--- src/rtl/step_rate_meter.sv ---
// step_rate_meter
//
// Turns the raw step-sensor level into a steps-per-minute figure over a
// sliding window of WINDOW one-second bins, and keeps a lifetime step total.
// The window is paced by a 1 Hz strobe (sec_tick) from the system clock domain.
//
// Optional feature macro: STEP_DEBOUNCE_EN
//   When defined, the synchronized step level must hold for DEBOUNCE_CYC
//   consecutive cycles before it is accepted. This adds DEBOUNCE_CYC cycles of
//   latency and rejects shorter glitches.
//
// Ports:
//   clk         in   system clock, rising edge
//   reset       in   synchronous, active-low reset
//   step_in     in   asynchronous raw sensor level, one rising edge = one step
//   sec_tick    in   one-cycle 1 Hz strobe, synchronous to clk
//   ppm         out  sum of the last WINDOW completed bins
//   ppm_upd     out  one-cycle pulse when ppm is refreshed
//   ppm_valid   out  high once WINDOW bins have completed since reset
//   total_steps out  lifetime step count, saturating at all ones
module step_rate_meter #(
  parameter int WINDOW       = 60,
  parameter int BIN_W        = 4,
  parameter int PPM_W        = 10,
  parameter int TOTAL_W      = 16,
  parameter int DEBOUNCE_CYC = 4
) (
  input  logic               clk,
  input  logic               reset,
  input  logic               step_in,
  input  logic               sec_tick,
  output logic [PPM_W-1:0]   ppm,
  output logic               ppm_upd,
  output logic               ppm_valid,
  output logic [TOTAL_W-1:0] total_steps
);

  localparam int PTR_W  = (WINDOW > 1) ? $clog2(WINDOW) : 1;
  localparam int FILL_W = $clog2(WINDOW + 1);
  localparam logic [BIN_W-1:0]   BIN_MAX   = {BIN_W{1'b1}};
  localparam logic [TOTAL_W-1:0] TOTAL_MAX = {TOTAL_W{1'b1}};
  localparam logic [PTR_W-1:0]   PTR_LAST  = PTR_W'(WINDOW - 1);

  typedef enum logic {
    ST_FILL = 1'b0,
    ST_RUN  = 1'b1
  } state_t;

  logic               sync1_r;
  logic               sync2_r;
  logic               level_s;
  logic               prev_r;
  logic               step_evt_s;
  logic [BIN_W-1:0]   cur_bin_r;
  logic [BIN_W-1:0]   bin_buf_r [WINDOW];
  logic [PTR_W-1:0]   wr_ptr_r;
  logic [PPM_W-1:0]   sum_r;
  logic               ppm_upd_r;
  logic               ppm_valid_r;
  logic [TOTAL_W-1:0] total_r;
  state_t             state_r;
  state_t             state_next_s;
  logic [FILL_W-1:0]  fill_cnt_r;
  logic [FILL_W-1:0]  fill_next_s;

  // Two-flop synchronizer for the asynchronous sensor level
  always_ff @(posedge clk) begin
    if (!reset) begin
      sync1_r <= 1'b0;
      sync2_r <= 1'b0;
    end else begin
      sync1_r <= step_in;
      sync2_r <= sync1_r;
    end
  end

`ifdef STEP_DEBOUNCE_EN
  localparam int DB_W = $clog2(DEBOUNCE_CYC + 1);
  logic            filt_r;
  logic [DB_W-1:0] db_cnt_r;

  // Debounce: accept a new level only after it has differed for DEBOUNCE_CYC cycles
  always_ff @(posedge clk) begin
    if (!reset) begin
      filt_r   <= 1'b0;
      db_cnt_r <= DB_W'(0);
    end else if (sync2_r == filt_r) begin
      db_cnt_r <= DB_W'(0);
    end else if (db_cnt_r == DB_W'(DEBOUNCE_CYC - 1)) begin
      filt_r   <= sync2_r;
      db_cnt_r <= DB_W'(0);
    end else begin
      db_cnt_r <= db_cnt_r + DB_W'(1);
    end
  end

  assign level_s = filt_r;
`else
  assign level_s = sync2_r;
`endif

  // Edge register: remembers the previous accepted level
  always_ff @(posedge clk) begin
    if (!reset) begin
      prev_r <= 1'b0;
    end else begin
      prev_r <= level_s;
    end
  end

  assign step_evt_s = level_s & ~prev_r;

  // Window datapath: current bin, ring buffer and running sum.
  // The running sum stays in range because it always equals the sum of
  // WINDOW saturated bins, so the subtract/add never wraps.
  always_ff @(posedge clk) begin
    if (!reset) begin
      for (int i = 0; i < WINDOW; i++) begin
        bin_buf_r[i] <= BIN_W'(0);
      end
      sum_r     <= PPM_W'(0);
      wr_ptr_r  <= PTR_W'(0);
      cur_bin_r <= BIN_W'(0);
    end else if (sec_tick) begin
      sum_r               <= sum_r - PPM_W'(bin_buf_r[wr_ptr_r]) + PPM_W'(cur_bin_r);
      bin_buf_r[wr_ptr_r] <= cur_bin_r;
      wr_ptr_r            <= (wr_ptr_r == PTR_LAST) ? PTR_W'(0) : wr_ptr_r + PTR_W'(1);
      // A step coinciding with the tick belongs to the second just starting
      cur_bin_r           <= step_evt_s ? BIN_W'(1) : BIN_W'(0);
    end else if (step_evt_s && (cur_bin_r != BIN_MAX)) begin
      cur_bin_r <= cur_bin_r + BIN_W'(1);
    end else begin
      cur_bin_r <= cur_bin_r;
    end
  end

  // Lifetime total, independent of bin saturation
  always_ff @(posedge clk) begin
    if (!reset) begin
      total_r <= TOTAL_W'(0);
    end else if (step_evt_s && (total_r != TOTAL_MAX)) begin
      total_r <= total_r + TOTAL_W'(1);
    end else begin
      total_r <= total_r;
    end
  end

  // Fill/run state register and registered status outputs
  always_ff @(posedge clk) begin
    if (!reset) begin
      state_r     <= ST_FILL;
      fill_cnt_r  <= FILL_W'(0);
      ppm_upd_r   <= 1'b0;
      ppm_valid_r <= 1'b0;
    end else begin
      state_r     <= state_next_s;
      fill_cnt_r  <= fill_next_s;
      ppm_upd_r   <= sec_tick;
      ppm_valid_r <= (state_next_s == ST_RUN);
    end
  end

  // Next-state logic: count ticks while filling, freeze once the window is full
  always_comb begin
    state_next_s = state_r;
    fill_next_s  = fill_cnt_r;
    case (state_r)
      ST_FILL: begin
        if (sec_tick) begin
          fill_next_s = fill_cnt_r + FILL_W'(1);
          if (fill_next_s == FILL_W'(WINDOW)) begin
            state_next_s = ST_RUN;
          end else begin
            state_next_s = ST_FILL;
          end
        end else begin
          state_next_s = ST_FILL;
        end
      end
      ST_RUN: begin
        state_next_s = ST_RUN;
      end
      default: begin
        state_next_s = ST_FILL;
        fill_next_s  = FILL_W'(0);
      end
    endcase
  end

  assign ppm         = sum_r;
  assign ppm_upd     = ppm_upd_r;
  assign ppm_valid   = ppm_valid_r;
  assign total_steps = total_r;

endmodule

--- config.mk ---
export PLATFORM = sky130hd
export DESIGN_NAME = step_rate_meter
export DESIGN_NICKNAME = d
export VERILOG_FILES = /design/src/rtl/step_rate_meter.sv
export SDC_FILE = /design/constraint.sdc
export NUM_CORES = 1
export LEC_CHECK = 0
export ABC_AREA = 0
export ABC_CLOCK_PERIOD_IN_PS = 5800
export BUFFER_PORTS_ARGS = -buffer_cell sky130_fd_sc_hd__buf_2
export CAP_MARGIN = 0
export CORE_UTILIZATION = 45
export CTS_BUF_LIST = sky130_fd_sc_hd__clkbuf_2 sky130_fd_sc_hd__clkbuf_4 sky130_fd_sc_hd__clkbuf_8
export CTS_CLUSTER_SIZE = 30
export DETAILED_ROUTE_END_ITERATION = 6
export SKIP_CTS_REPAIR_TIMING = 1
export SLEW_MARGIN = 15
export SYNTH_ARGS = -nofsm -noshare
export SYNTH_HDL_FRONTEND = slang
export SYNTH_SLANG_ARGS = --single-unit
--- constraint.sdc ---
create_clock -name clk -period 5.8 [get_ports clk]
set_clock_uncertainty 0.05 [all_clocks]
set_input_delay 0.58 -clock clk [delete_from_list [all_inputs] [get_ports clk]]
set_output_delay 0.58 -clock clk [all_outputs]
set_load 0.02 [all_outputs]
==> flow_summary.toml <==
[route]
routedWlPerCell_um = 21.20
routed_via_density = 5.916
drtAntennaViolNets = 0
drcViolationCount = 0
firstDrtPassIters = 6
routed_wl_mm = 33.60
vias = 9377
drt_iter0_drc = 719

[synth]
synthesis.area_um2 = 14500
syn_avg_cell_area_um2 = 12.68
ys_ff_latch = 309
synth.distinct_cells = 52
synthAdderAreaFrac_pct = 1.847
syn-num-nets = 1166
async_reset_ff_share_pct = 0
synth_xor_area_share_pct = 1.269
synth_compound_area_share_pct = 5.127
synthSimpleGateAreaFrac_pct = 14.07
synth_top_cell_by_area = "edfxtp_1"
yosysSeqAreaShare_pct = 60.35
synth_edf_count = 256
yosysWarnings = 0
netlist.area_leader.share_pct = 53.03
synth.top_cells.by_area = "edfxtp_1 (53%), mux4_2 (10%), nor3_1 (7.8%)"
synth.area.mux_share_pct = 13.20
synth_top_family_by_area = "simple AND/OR/NAND/NOR gates"
ys.flop_type = "edfxtp_1"
syn_inst = 1143

[cts]
cts_max_path_buffers = 3
numCtsBuffers = 54
ctsHtreeMaxLevel = 2
cts_tree = "built"
insertion_delay_ns = 0.58
root_buffer = "clkbuf_8"
path_clk_slew_ns = 0.06
cts.sinks = 309

[final_layout]
diodes = 0
drive_gt1_share_pct = 19.61
final_common_cell = "edfxtp_1"
fin_nets = 1162
final_cell_mix = "edfxtp_1 (256), nor3_1 (226), mux4_2 (65)"
area_growth_pct = 10.29

[die]
die_h_um = 181.5
start_util_pct = 45.82
die_area_um2 = 32940
die_w_um = 181.5
core_um2 = 31640
row_count = 65
boundaryPins = 32

[global_routing]
grt_pass1_wl_mm = 52.95
grt_usage_pct = 20.81
grt_start_max_net_pins = 63
grt_overflow_total = 0
grt_pass1_vias = 9339
antenna_found_initial = 0

[critical_path]
reg2regPathDepth = 13
critical_path_class = "reg2reg"
slowest_delay_ns = 0.60
ff2ff_setup_slack_ns = 1.08
r2r-end = "ppm[8]$_SDFFE_PN0P_"
cp-start-kind = "flop"
crit_fanout = 18
critPathArrivalTime_ns = 5.15
crit_path_cell_trace = "buf_4, mux4_2, mux2_2, o211ai_1, o211ai_1, fa_1, inv_1, ha_1, a21o_1, a21o_1, and3_1, or4_1, a32o_1"
worstPathRequired_ns = 6.23
worstSetupEndpoint = "ppm[8]$_SDFFE_PN0P_"
cpMaxStageDelayCell = "dfxtp_4"
endpoint_kind = "flop"

[pwr]
switchingPower_uw = 1341
seq_power_share_pct = 48.9
p_leak_uw = 0.005123
powerDensity_nw_per_um2 = 329.2
peakVddDrop_mv = 0.3154
power_frac_comb_pct = 13.1
finalPower_uw = 5263
power.internal_uw = 3922
clkPwrFrac_pct = 38.1
switching_share_pct = 25.48

[sta]
tns_ns = 0
setup_viol = 0
whs_ns = 0.1710
period_share_pct = 81.42
slew_headroom_pct = 21.22
rsz0062_at_grt = "no"
min_period_ns = 4.723
fmax_mhz = 211.7
hold_viol_final = 0
setup_slack_ns = 1.077
worst_pin_slew_ns = 1.180
drv_slew = 0

[hold_path]
hp-class = "in2reg"

[placed_design]
dp_hpwl_mm = 20.56
place.port_buffers = 31
gp_congestion = 0.8293
place_ws_ns = 1.070

[run_status]
outcome = "completed"

[flow_run]
cap_violations = 0
-- cells by family (layout without fill, tap and decap cells) --
family | after synthesis | count (layout)
simple gates | 414 | 414
xor+xnor | 21 | 21
fa+ha+maj | 19 | 19
buf+inv | 149 | 189
flops | 309 | 309
mux | 109 | 109
compound gates | 122 | 122
-- registers in the layout, indices dropped and copies added (netlist names), named ones only --
| register | count |
|---|---|
| prev_r | 1 |
| sync1_r | 1 |
| fill_cnt_r | 6 |
| cur_bin_r | 4 |
| bin_buf_r | 256 |
| level_s | 1 |
| ppm | 10 |
| ppm_upd | 1 |
| total_steps | 16 |
| state_r | 1 |
| wr_ptr_r | 6 |
-- layer usage --
layer  vias up  global-route usage [%]  part of all wire (%)
met5         -                       0                     0
met2       311                   34.28                    49
met4         0                   6.102                   1.9
met1      4661                   28.31                    43
met3        48                   3.610                   6.3
li1       4357                       -                     -
-- power by group through the flow --
stage                     Combinational, uW  Clock (uW)  Sequential [uW]
after floorplan                         522           0             2600
after global placement                  675           0             2620
after detailed placement                684           0             2620
after CTS                               689        2050             2570
after global routing                    756        2140             2590
final                                   687        2000             2570
-- cell usage after synthesis, types with 15 or more instances --
library cell	count
edfxtp_1	256
nor3_1	226
clkbuf_1	94
mux4_2	65
nor2_1	60
o21ai_0	58
dfxtp_1	53
nand2_1	44
mux2i_1	37
nand3_1	26
inv_1	25
buf_2	15
ha_1	15
-- worst min path at each step --
stage	cells after the start	start	to
final	2	step_in	sync1_r$_SDFF_PN0_
after global routing	2	step_in	sync1_r$_SDFF_PN0_
after CTS	2	step_in	sync1_r$_SDFF_PN0_
after detailed placement	1	sync1_r$_SDFF_PN0_	level_s$_SDFF_PN0_
after global placement	1	sync1_r$_SDFF_PN0_	level_s$_SDFF_PN0_
after floorplan	1	sync1_r$_SDFF_PN0_	level_s$_SDFF_PN0_
-- metrics by stage --
step	cells	utilization (%)	instance area (um^2)
2_1_floorplan	1143	-	14500
3_3_place_gp	1485	47.08	14900
3_5_place_dp	1485	47.08	14900
4_1_cts	1585	50.54	15990
5_1_grt	1585	50.54	15990
6_report	1585	50.54	15990
-- area by class of cell --
type / count / area, um^2
inverters: 30 / 112.6
repair buffers: 59 / 377.9
fillers: 2772 / 15650
clock inverters: 24 / 158.9
clock buffers: 76 / 933.4
multi-input cells: 685 / 5147
well taps: 402 / 503.0
flip-flops and latches: 309 / 8755
-- worst max-delay path: cells and delay by family (launching register included) --
kind | cells | cell delay [ns]
flops | 1 | 0.60
simple gates | 2 | 0.66
fa+ha+maj | 2 | 0.85
mux | 2 | 0.84
buf+inv | 2 | 0.41
compound gates | 5 | 1.18
Power figures use the tool's default switching activity.
